## src/rtl/hilo_unit_if.sv

```systemverilog
// EX-stage HI/LO port bundle: operation request, stall, architectural HI/LO and external multiplier link.
// slave is the HI/LO unit; master is the pipeline together with the combinational multiplier.
interface hilo_unit_if;
  logic        op_valid;
  logic [2:0]  op;
  logic [31:0] src_a;
  logic [31:0] src_b;
  logic        flush;
  logic        stall_o;
  logic [31:0] hi_o;
  logic [31:0] lo_o;
  logic [31:0] mul_a;
  logic [31:0] mul_b;
  logic        mul_sign;
  logic [31:0] mul_hi;
  logic [31:0] mul_lo;

  modport master (
    output op_valid, op, src_a, src_b, flush, mul_hi, mul_lo,
    input  stall_o, hi_o, lo_o, mul_a, mul_b, mul_sign
  );

  modport slave (
    input  op_valid, op, src_a, src_b, flush, mul_hi, mul_lo,
    output stall_o, hi_o, lo_o, mul_a, mul_b, mul_sign
  );
endinterface

```

## src/rtl/hilo_unit.sv

```systemverilog
// MIPS HI/LO unit: MTHI/MTLO 1 cycle, MULT(U) 2 cycles via external multiplier, DIV(U) 34 cycles radix-2 restoring.
// Backpressure: stall_o holds the pipeline in the accept cycle of mul/div and through every DIV-state cycle; flush aborts.
module hilo_unit (
  input logic        clk,
  input logic        rst,
  hilo_unit_if.slave bus
);

  localparam logic [1:0] S_IDLE = 2'd0;
  localparam logic [1:0] S_MUL  = 2'd1;
  localparam logic [1:0] S_DIV  = 2'd2;
  localparam logic [1:0] S_DFIX = 2'd3;

  localparam logic [2:0] OP_MULT  = 3'b001;
  localparam logic [2:0] OP_MULTU = 3'b010;
  localparam logic [2:0] OP_DIV   = 3'b011;
  localparam logic [2:0] OP_DIVU  = 3'b100;
  localparam logic [2:0] OP_MTHI  = 3'b101;
  localparam logic [2:0] OP_MTLO  = 3'b110;

  logic [1:0]  state;
  logic [31:0] op_a;
  logic [31:0] op_b;
  logic        signed_op;
  logic        sign_a;
  logic        sign_b;
  logic        div_zero;
  logic [4:0]  cnt;
  logic [63:0] rem;
  logic [31:0] hi_r;
  logic [31:0] lo_r;

  logic        accept;
  logic        is_mul;
  logic        is_div;
  logic        div_signed;
  logic [31:0] mag_a;
  logic [31:0] mag_b;
  logic        fits;
  logic [31:0] sub_hi;
  logic [63:0] rem_next;
  logic [31:0] quot_fix;
  logic [31:0] rem_fix;

  function automatic logic [31:0] magnitude(input logic [31:0] v, input logic sgn);
    return (sgn && v[31]) ? (~v + 32'd1) : v;
  endfunction

  always_comb begin
    accept     = (state == S_IDLE) && bus.op_valid && !bus.flush;
    is_mul     = (bus.op == OP_MULT) || (bus.op == OP_MULTU);
    is_div     = (bus.op == OP_DIV) || (bus.op == OP_DIVU);
    div_signed = (bus.op == OP_DIV);
    mag_a      = magnitude(bus.src_a, div_signed);
    mag_b      = magnitude(bus.src_b, div_signed);
  end

  // Shifted partial remainder is 33 bits wide; the 32-bit wrap of the
  // subtraction is exact whenever the trial subtraction succeeds.
  always_comb begin
    fits     = rem[63:31] >= {1'b0, op_b};
    sub_hi   = rem[62:31] - op_b;
    rem_next = fits ? {sub_hi, rem[30:0], 1'b1} : {rem[62:0], 1'b0};
  end

  always_comb begin
    quot_fix = (signed_op && (sign_a ^ sign_b)) ? (~rem[31:0] + 32'd1) : rem[31:0];
    rem_fix  = (signed_op && sign_a) ? (~rem[63:32] + 32'd1) : rem[63:32];
  end

  always_ff @(posedge clk) begin
    if (rst) begin
      state     <= S_IDLE;
      op_a      <= 32'd0;
      op_b      <= 32'd0;
      signed_op <= 1'b0;
      sign_a    <= 1'b0;
      sign_b    <= 1'b0;
      div_zero  <= 1'b0;
      cnt       <= 5'd0;
      rem       <= 64'd0;
      hi_r      <= 32'd0;
      lo_r      <= 32'd0;
    end else if (bus.flush) begin
      state <= S_IDLE;
    end else begin
      case (state)
        S_IDLE: begin
          if (accept) begin
            if (bus.op == OP_MTHI) begin
              hi_r <= bus.src_a;
            end else if (bus.op == OP_MTLO) begin
              lo_r <= bus.src_a;
            end else if (is_mul) begin
              op_a      <= bus.src_a;
              op_b      <= bus.src_b;
              signed_op <= (bus.op == OP_MULT);
              state     <= S_MUL;
            end else if (is_div) begin
              op_a      <= mag_a;
              op_b      <= mag_b;
              signed_op <= div_signed;
              sign_a    <= div_signed && bus.src_a[31];
              sign_b    <= div_signed && bus.src_b[31];
              div_zero  <= (bus.src_b == 32'd0);
              rem       <= {32'd0, mag_a};
              cnt       <= 5'd0;
              state     <= S_DIV;
            end
          end
        end
        S_MUL: begin
          hi_r  <= bus.mul_hi;
          lo_r  <= bus.mul_lo;
          state <= S_IDLE;
        end
        S_DIV: begin
          rem <= rem_next;
          cnt <= cnt + 5'd1;
          if (cnt == 5'd31) state <= S_DFIX;
        end
        S_DFIX: begin
          // Divide by zero leaves |src_a| in the remainder; the sign fix restores src_a.
          hi_r  <= rem_fix;
          lo_r  <= div_zero ? 32'hFFFF_FFFF : quot_fix;
          state <= S_IDLE;
        end
        default: state <= S_IDLE;
      endcase
    end
  end

  always_comb begin
    bus.stall_o  = (accept && (is_mul || is_div)) || ((state == S_DIV) && !bus.flush);
    bus.hi_o     = hi_r;
    bus.lo_o     = lo_r;
    bus.mul_a    = op_a;
    bus.mul_b    = op_b;
    bus.mul_sign = signed_op;
  end

endmodule

```

## src/flat_wrapper.sv

```systemverilog
// flat-port wrapper written by rule: the top's interface ports become plain ports
module hilo_unit_flat 
  (clk, rst, bus_op_valid, bus_op, bus_src_a, bus_src_b, bus_flush, bus_mul_hi, bus_mul_lo, bus_stall_o, bus_hi_o, bus_lo_o, bus_mul_a, bus_mul_b, bus_mul_sign);
  hilo_unit_if bus_i ();
  input logic clk;
  input logic rst;
  input wire logic [$bits(bus_i.op_valid)-1:0] bus_op_valid;
  input wire logic [$bits(bus_i.op)-1:0] bus_op;
  input wire logic [$bits(bus_i.src_a)-1:0] bus_src_a;
  input wire logic [$bits(bus_i.src_b)-1:0] bus_src_b;
  input wire logic [$bits(bus_i.flush)-1:0] bus_flush;
  input wire logic [$bits(bus_i.mul_hi)-1:0] bus_mul_hi;
  input wire logic [$bits(bus_i.mul_lo)-1:0] bus_mul_lo;
  output wire logic [$bits(bus_i.stall_o)-1:0] bus_stall_o;
  output wire logic [$bits(bus_i.hi_o)-1:0] bus_hi_o;
  output wire logic [$bits(bus_i.lo_o)-1:0] bus_lo_o;
  output wire logic [$bits(bus_i.mul_a)-1:0] bus_mul_a;
  output wire logic [$bits(bus_i.mul_b)-1:0] bus_mul_b;
  output wire logic [$bits(bus_i.mul_sign)-1:0] bus_mul_sign;
  assign bus_i.op_valid = bus_op_valid;
  assign bus_i.op = bus_op;
  assign bus_i.src_a = bus_src_a;
  assign bus_i.src_b = bus_src_b;
  assign bus_i.flush = bus_flush;
  assign bus_i.mul_hi = bus_mul_hi;
  assign bus_i.mul_lo = bus_mul_lo;
  assign bus_stall_o = bus_i.stall_o;
  assign bus_hi_o = bus_i.hi_o;
  assign bus_lo_o = bus_i.lo_o;
  assign bus_mul_a = bus_i.mul_a;
  assign bus_mul_b = bus_i.mul_b;
  assign bus_mul_sign = bus_i.mul_sign;
  hilo_unit u_core (.clk(clk), .rst(rst), .bus(bus_i));
endmodule
```

## config.mk

```make
export PLATFORM = sky130hd
export DESIGN_NAME = hilo_unit_flat
export DESIGN_NICKNAME = d
export VERILOG_FILES = /design/src/rtl/hilo_unit_if.sv /design/src/rtl/hilo_unit.sv /design/src/flat_wrapper.sv
export SDC_FILE = /design/constraint.sdc
export NUM_CORES = 1
export LEC_CHECK = 0
export BUFFER_PORTS_ARGS = -buffer_cell sky130_fd_sc_hd__clkbuf_2
export CAP_MARGIN = 20
export CELL_PAD_IN_SITES_DETAIL_PLACEMENT = 0
export CELL_PAD_IN_SITES_GLOBAL_PLACEMENT = 1
export CORE_ASPECT_RATIO = 0.6
export CORE_UTILIZATION = 44
export CTS_CLUSTER_SIZE = 28
export DETAILED_ROUTE_END_ITERATION = 8
export GPL_TIMING_DRIVEN = 0
export PLACE_DENSITY = 0.95
export SYNTH_ARGS = -nofsm -noshare
export SYNTH_HDL_FRONTEND = slang
export SYNTH_SLANG_ARGS = --single-unit
```

## constraint.sdc

```tcl
create_clock -name clk -period 7.7 [get_ports clk]
set_clock_uncertainty 0.15 [all_clocks]
set_input_delay 0.385 -clock clk [delete_from_list [all_inputs] [get_ports clk]]
set_output_delay 0.385 -clock clk [all_outputs]
set_load 0.02 [all_outputs]
```

# After elaboration in Yosys (flattened, before gate mapping)
# Cells that the tools add are included.
dict set report totals {
  ff_bits 203
  inputBits 135
  wordCells 110
}
dict set report op_classes {
  n_addsub 6
  magnitude_cmp 1
  n_eq_ne 19
  n_mux 38
  n_bitwise 9
  reduce_logical 26
}
# operator count
set op_table {}
lappend op_table {{$mux W32} 14}
lappend op_table {{$mux W64} 6}
lappend op_table {{$pmux W32 S3} 2}
lappend op_table {{$add A32 B1 Y32 const B} 4}
lappend op_table {{$not A32 Y32} 4}
lappend op_table {{$pmux W64 S2} 1}
lappend op_table {{$ge A33 B32 Y1} 1}
lappend op_table {{$logic_not A32 Y1} 1}
lappend op_table {{$sub A32 B32 Y32} 1}
lappend op_table {{$mux W5} 5}
lappend op_table {{$reduce_and A7 Y1} 2}
lappend op_table {{$mux W2} 6}
lappend op_table {{$ne A2 B2 Y1 const B} 5}
lappend op_table {{$pmux W5 S2} 1}
lappend op_table {{$reduce_and A5 Y1} 2}
lappend op_table {{$eq A3 B3 Y1 const B} 3}
lappend op_table {{$logic_and A1 B1 Y1} 8}
lappend op_table {{$eq A3 B2 Y1 const B} 2}
lappend op_table {{$ne A2 B1 Y1 const B} 3}
lappend op_table {{$pmux W2 S3} 1}
lappend op_table {{$reduce_and A6 Y1} 1}
lappend op_table {{$add A5 B1 Y5 const B} 1}
lappend op_table {{$eq A5 B5 Y1 const B} 1}
lappend op_table {{$eq A2 B2 Y1 const B} 2}
lappend op_table {{other kinds (13)} 22}

# Longest topological paths before layout
dict set report depth {
  depth_word 9
  mapped_depth 14
  depth_no_buf 13
}

# Worst setup path after synthesis
# Ideal clock, no wire load.
dict set report synth_timing {
  path_kind {flip-flop to flip-flop}
  start {reg u_core.op_b[1], in the netlist u_core.bus.mul_b[1]}
  end {reg u_core.rem[0]}
  setup_time_ns 0.128
  t_arrival_ns 3.059
  path_slack_ns 4.363
  path_stages_with_launch 14
  path_cell_list {dfxtp_1 > inv_1 > ha_1 > nor2b_1 > o31ai_1 > a2111oi_0 > o31ai_1 > a31oi_1 > nand3b_1 > a211o_1 > buf_6 > buf_6 > a221oi_1 > nor2_1}
}
dict set report synth_between {
  elab_chain_len 3
}
# element line
set synth_rtl {}
lappend synth_rtl {{start, declared} hilo_unit.sv:23} ;# logic [31:0] op_b;
lappend synth_rtl {{start signal, assigned} hilo_unit.sv:96} ;# op_b <= bus.src_b;
lappend synth_rtl {{start signal, assigned} hilo_unit.sv:101} ;# op_b <= mag_b;
lappend synth_rtl {{$ge A33 B32 Y1} hilo_unit.sv:61} ;# fits = rem[63:31] >= {1'b0, op_b};
lappend synth_rtl {{$mux W64} hilo_unit.sv:63} ;# rem_next = fits ? {sub_hi, rem[30:0], 1'b1} : {rem[62:0], 1'b0};
lappend synth_rtl {{$pmux W64 S2} hilo_unit.sv:87} ;# case (state)
lappend synth_rtl {{end signal, assigned} hilo_unit.sv:106} ;# rem <= {32'd0, mag_a};
lappend synth_rtl {{end signal, assigned} hilo_unit.sv:118} ;# rem <= rem_next;
lappend synth_rtl {{end, declared} hilo_unit.sv:29} ;# logic [63:0] rem;
# Every way passes these cells.
# A chain may end at the register's enable or synchronous reset.

# Final worst setup path
dict set report layout_timing {
  start {reg u_core.op_b[6], in the netlist u_core.bus.mul_b[6]}
  end {reg u_core.rem[44]}
}
dict set report layout_between {
  elab_chain_len 3
  elab_cells_between_ends 4
}
# element line
set layout_rtl {}
lappend layout_rtl {{$sub A32 B32 Y32 or $ge A33 B32 Y1 (tied branches)} {hilo_unit.sv:62, hilo_unit.sv:61}}
lappend layout_rtl {{$mux W64 (*)} hilo_unit.sv:63}
lappend layout_rtl {{$pmux W64 S2 (*)} hilo_unit.sv:87}
# Every way passes the cells marked *; elsewhere a longest branch is shown, timed or not.

==> impl_metrics.env <==
export IMPL_status="finished clean"
export IMPL_cts_sinks=203
export IMPL_firstDrtPassIters=9
export IMPL_grt_overflow_total=0
export IMPL_area_delta_synth_final_pct=19.7
export IMPL_io_pins=265
export IMPL_syn_nets=1812
export IMPL_ir_worst_vdd_v=0.000148
export IMPL_critPathArrivalTime_ps=4690
export IMPL_crit_end="u_core.rem[44]"
export IMPL_netSwitchingFraction=0.321
export IMPL_combPwrFrac=0.214
export IMPL_worstPathMaxFanout=10
export IMPL_synth_cell_type_count=71
export IMPL_portBuffers=263
export IMPL_r2r_end="u_core.rem[44]"
export IMPL_ys_ff_latch=203
export IMPL_power_leakage_uw=0.00597
export IMPL_cts_max_level=1
export IMPL_met2_usage=0.481
export IMPL_layout_min_cycle_time_ps=4470
export IMPL_ctsHoldBuffers=1
export IMPL_cts_resized=0
export IMPL_post_cts_buffers=0
export IMPL_root_buffer="clkbuf_16"
export IMPL_max_slew_margin_rel=0.237
export IMPL_place_congestion=1.06
export IMPL_synth_cells=1638
export IMPL_grt_usage=0.371
export IMPL_busiest_layer="met1"
export IMPL_grt_pass1_wl_um=82000
export IMPL_fin_util=0.543
export IMPL_drc=0
export IMPL_slowest_delay_ps=1010
export IMPL_design_core_area_mm2=0.0280
export IMPL_die_y_um=134
export IMPL_synth_top_cells_by_area="dfxtp_1, nor2_1, xor2_1"
export IMPL_clockPowerShare=0.389
export IMPL_avgViaCountPerCell=6.28
export IMPL_final_cell_mix="clkbuf_2, nor2_1, dfxtp_1"
export IMPL_grt_max_degree=14
export IMPL_synth_area_leader_cell="dfxtp_1"
export IMPL_fp_dieW_um=221
export IMPL_worstPathCellList="inv_1 -> ha_1 -> and4_1 -> nand3_1 -> a2111oi_0 -> o31ai_1 -> a31oi_1 -> nand3b_1 -> a211o_1 -> buf_6 -> buf_8 -> mux2i_1 -> o21ai_0"
export IMPL_startpoint="u_core.bus.mul_b[6]"
export IMPL_drive_above_1_share=0.167
export IMPL_crit_slowest_cell="a2111oi_0"
export IMPL_drt_iter0_drc=1986
export IMPL_synth_edf_count=0
export IMPL_cts_buffer_depth=3
export IMPL_crit_type="flop to flop"
export IMPL_cp_start_kind="flop"
export IMPL_dp_hpwl_um=46200
export IMPL_hold_viol_final=0
export IMPL_reg2reg_slack_ps=3230
export IMPL_cts_inserted_buffers=22
export IMPL_fin_setup_tns_ps=0
export IMPL_max_cap_violations=0
export IMPL_syn_area_mm2=0.0127
export IMPL_clkTransAtPathRegs_ps=70
export IMPL_hold_class="input port to flop"
export IMPL_antenna_found_initial=1
export IMPL_yosysTopAreaCellShare=0.320
export IMPL_final_common_cell="clkbuf_2"
export IMPL_p_seq_frac=0.396
export IMPL_critical_path_endpoint_type="flop"
export IMPL_rsz0062_at_grt="false"
export IMPL_max_clock_freq_mhz=224
export IMPL_switchingPower_uw=911
export IMPL_grt_pass1_vias=12700
export IMPL_synth_warnings=0
export IMPL_p_int_uw=1920
export IMPL_cp_required_ps=7930
export IMPL_synthFlopType="dfxtp_1"
export IMPL_drv_slew=0
export IMPL_finalSetupViolCount=0
export IMPL_r2r_cells=13
export IMPL_async_flop_share=0
export IMPL_vias=14500
export IMPL_hold_start="bus_src_b[0]"
export IMPL_initial_core_util=0.454
export IMPL_avgRoutedWirePerCell_um=24.6
export IMPL_antenna_left=0
export IMPL_grt_met3_usage=0.148
export IMPL_r2r_start="u_core.bus.mul_b[6]"
export IMPL_power_density_mw_per_mm2=186
export IMPL_use_met1=0.566
export IMPL_tightest_slew_ps=1120
export IMPL_layout_nets=2101
export IMPL_syn_area_per_cell_um2=7.76
export IMPL_period_share=0.580
export IMPL_n_fill_cell=2775
export IMPL_synth_seq_area_share=0.320
export IMPL_wl_um=56800
export IMPL_insertion_delay_ps=550
export IMPL_die_area_mm2=0.0296
export IMPL_row_count=47
export IMPL_cts_tree="done"
export IMPL_diodes=0
## flip-flops by register name (all words and copies together), names as in the netlist
name                 cells
u_core.rem              64
u_core.bus.hi_o         32
u_core.bus.lo_o         32
u_core.bus.mul_a        32
u_core.bus.mul_b        32
u_core.cnt               5
u_core.state             2
u_core.bus.mul_sign      1
u_core.div_zero          1
u_core.sign_a            1
u_core.sign_b            1
## critical path: cells and delay by family (launching register included)
| kind | cells | cell delay [ps] |
|---|---|---|
| compound gates | 5 | 1940 |
| fa+ha+maj | 1 | 420 |
| buf+inv | 3 | 550 |
| flops | 1 | 390 |
| mux | 1 | 190 |
| simple gates | 3 | 640 |
## layer usage
metal	routed length [µm]	vias to the layer above	part of all wire
li1	-	6557	-
met1	26200	6913	0.46
met2	21000	951	0.37
met3	8690	73	0.15
met4	899	2	0.016
met5	13	-	0.00023
## stage by stage
stage,cell area [µm²],setup slack (ps),std cells,hold slack [ps],total power [µW]
2_1_floorplan,12700,4360,1638,289,1500
3_3_place_gp,14500,3630,2268,301,1720
3_5_place_dp,14500,3610,2268,306,1730
4_1_cts,15200,3540,2307,14.4,2810
5_1_grt,15200,3200,2308,25.4,2920
6_report,15200,3230,2308,20.9,2840
## cell usage after synthesis (all sizes together) (3+ instances only)
cell type  count
a32oi          5
or2            4
and2          11
nand3         18
a21oi        110
a2111oi        3
a21o          11
o21bai         3
or3           15
inv           52
a211o          3
a211oi        66
a221oi        10
nand2b         7
ha            38
a31oi         11
o31ai         20
dfxtp        203
or4           13
nor2b         25
a22oi          7
buf           11
nor2         258
nor3b          4
o211ai        23
nand4          8
o41ai         16
nor3          52
o21ai         95
mux2i         25
xnor2         59
nand2        122
xor2          83
o221ai        11
o21a           5
and3           9
nand3b         3
nor4          21
a222oi        24
clkbuf       106
a311oi        44
## final cells by class
type | count | area [µm²] | area share
sequential | 203 | 4060 | 0.267
tap | 367 | 459 | 0.0302
multi-input combinational | 1264 | 7970 | 0.524
clock inverter | 7 | 101 | 0.00666
buffer | 117 | 468 | 0.0308
clock buffer | 31 | 614 | 0.0404
timing repair buffer | 265 | 1330 | 0.0875
inverter | 54 | 203 | 0.0133
## cell families (layout without fill, tap and decap cells)
group,count (synthesis),in the layout,share of synthesized area
mux,25,25,0.0197
fa+ha+maj,39,39,0.0390
xor+xnor,142,142,0.0979
simple gates,574,574,0.210
buf+inv,171,474,0.0528
compound gates,484,484,0.261
flops,203,203,0.320
## worst min path at each step
stage | end | cells past startpoint
6_report | u_core.bus.mul_b[0] | 3
4_1_cts | u_core.bus.mul_b[5] | 3
5_1_grt | u_core.bus.mul_b[5] | 3
3_3_place_gp | u_core.bus.mul_a[0] | 2
3_5_place_dp | u_core.bus.mul_a[17] | 2
2_1_floorplan | u_core.cnt[3] | 1
## power groups by stage
stage          clock [µW]  sequential (µW)  combinational, µW
2_1_floorplan           0             1170                335
3_3_place_gp            0             1140                578
3_5_place_dp            0             1150                584
4_1_cts              1100             1120                587
5_1_grt              1140             1130                647
6_report             1100             1120                608
Power figures use the tool's default switching activity.
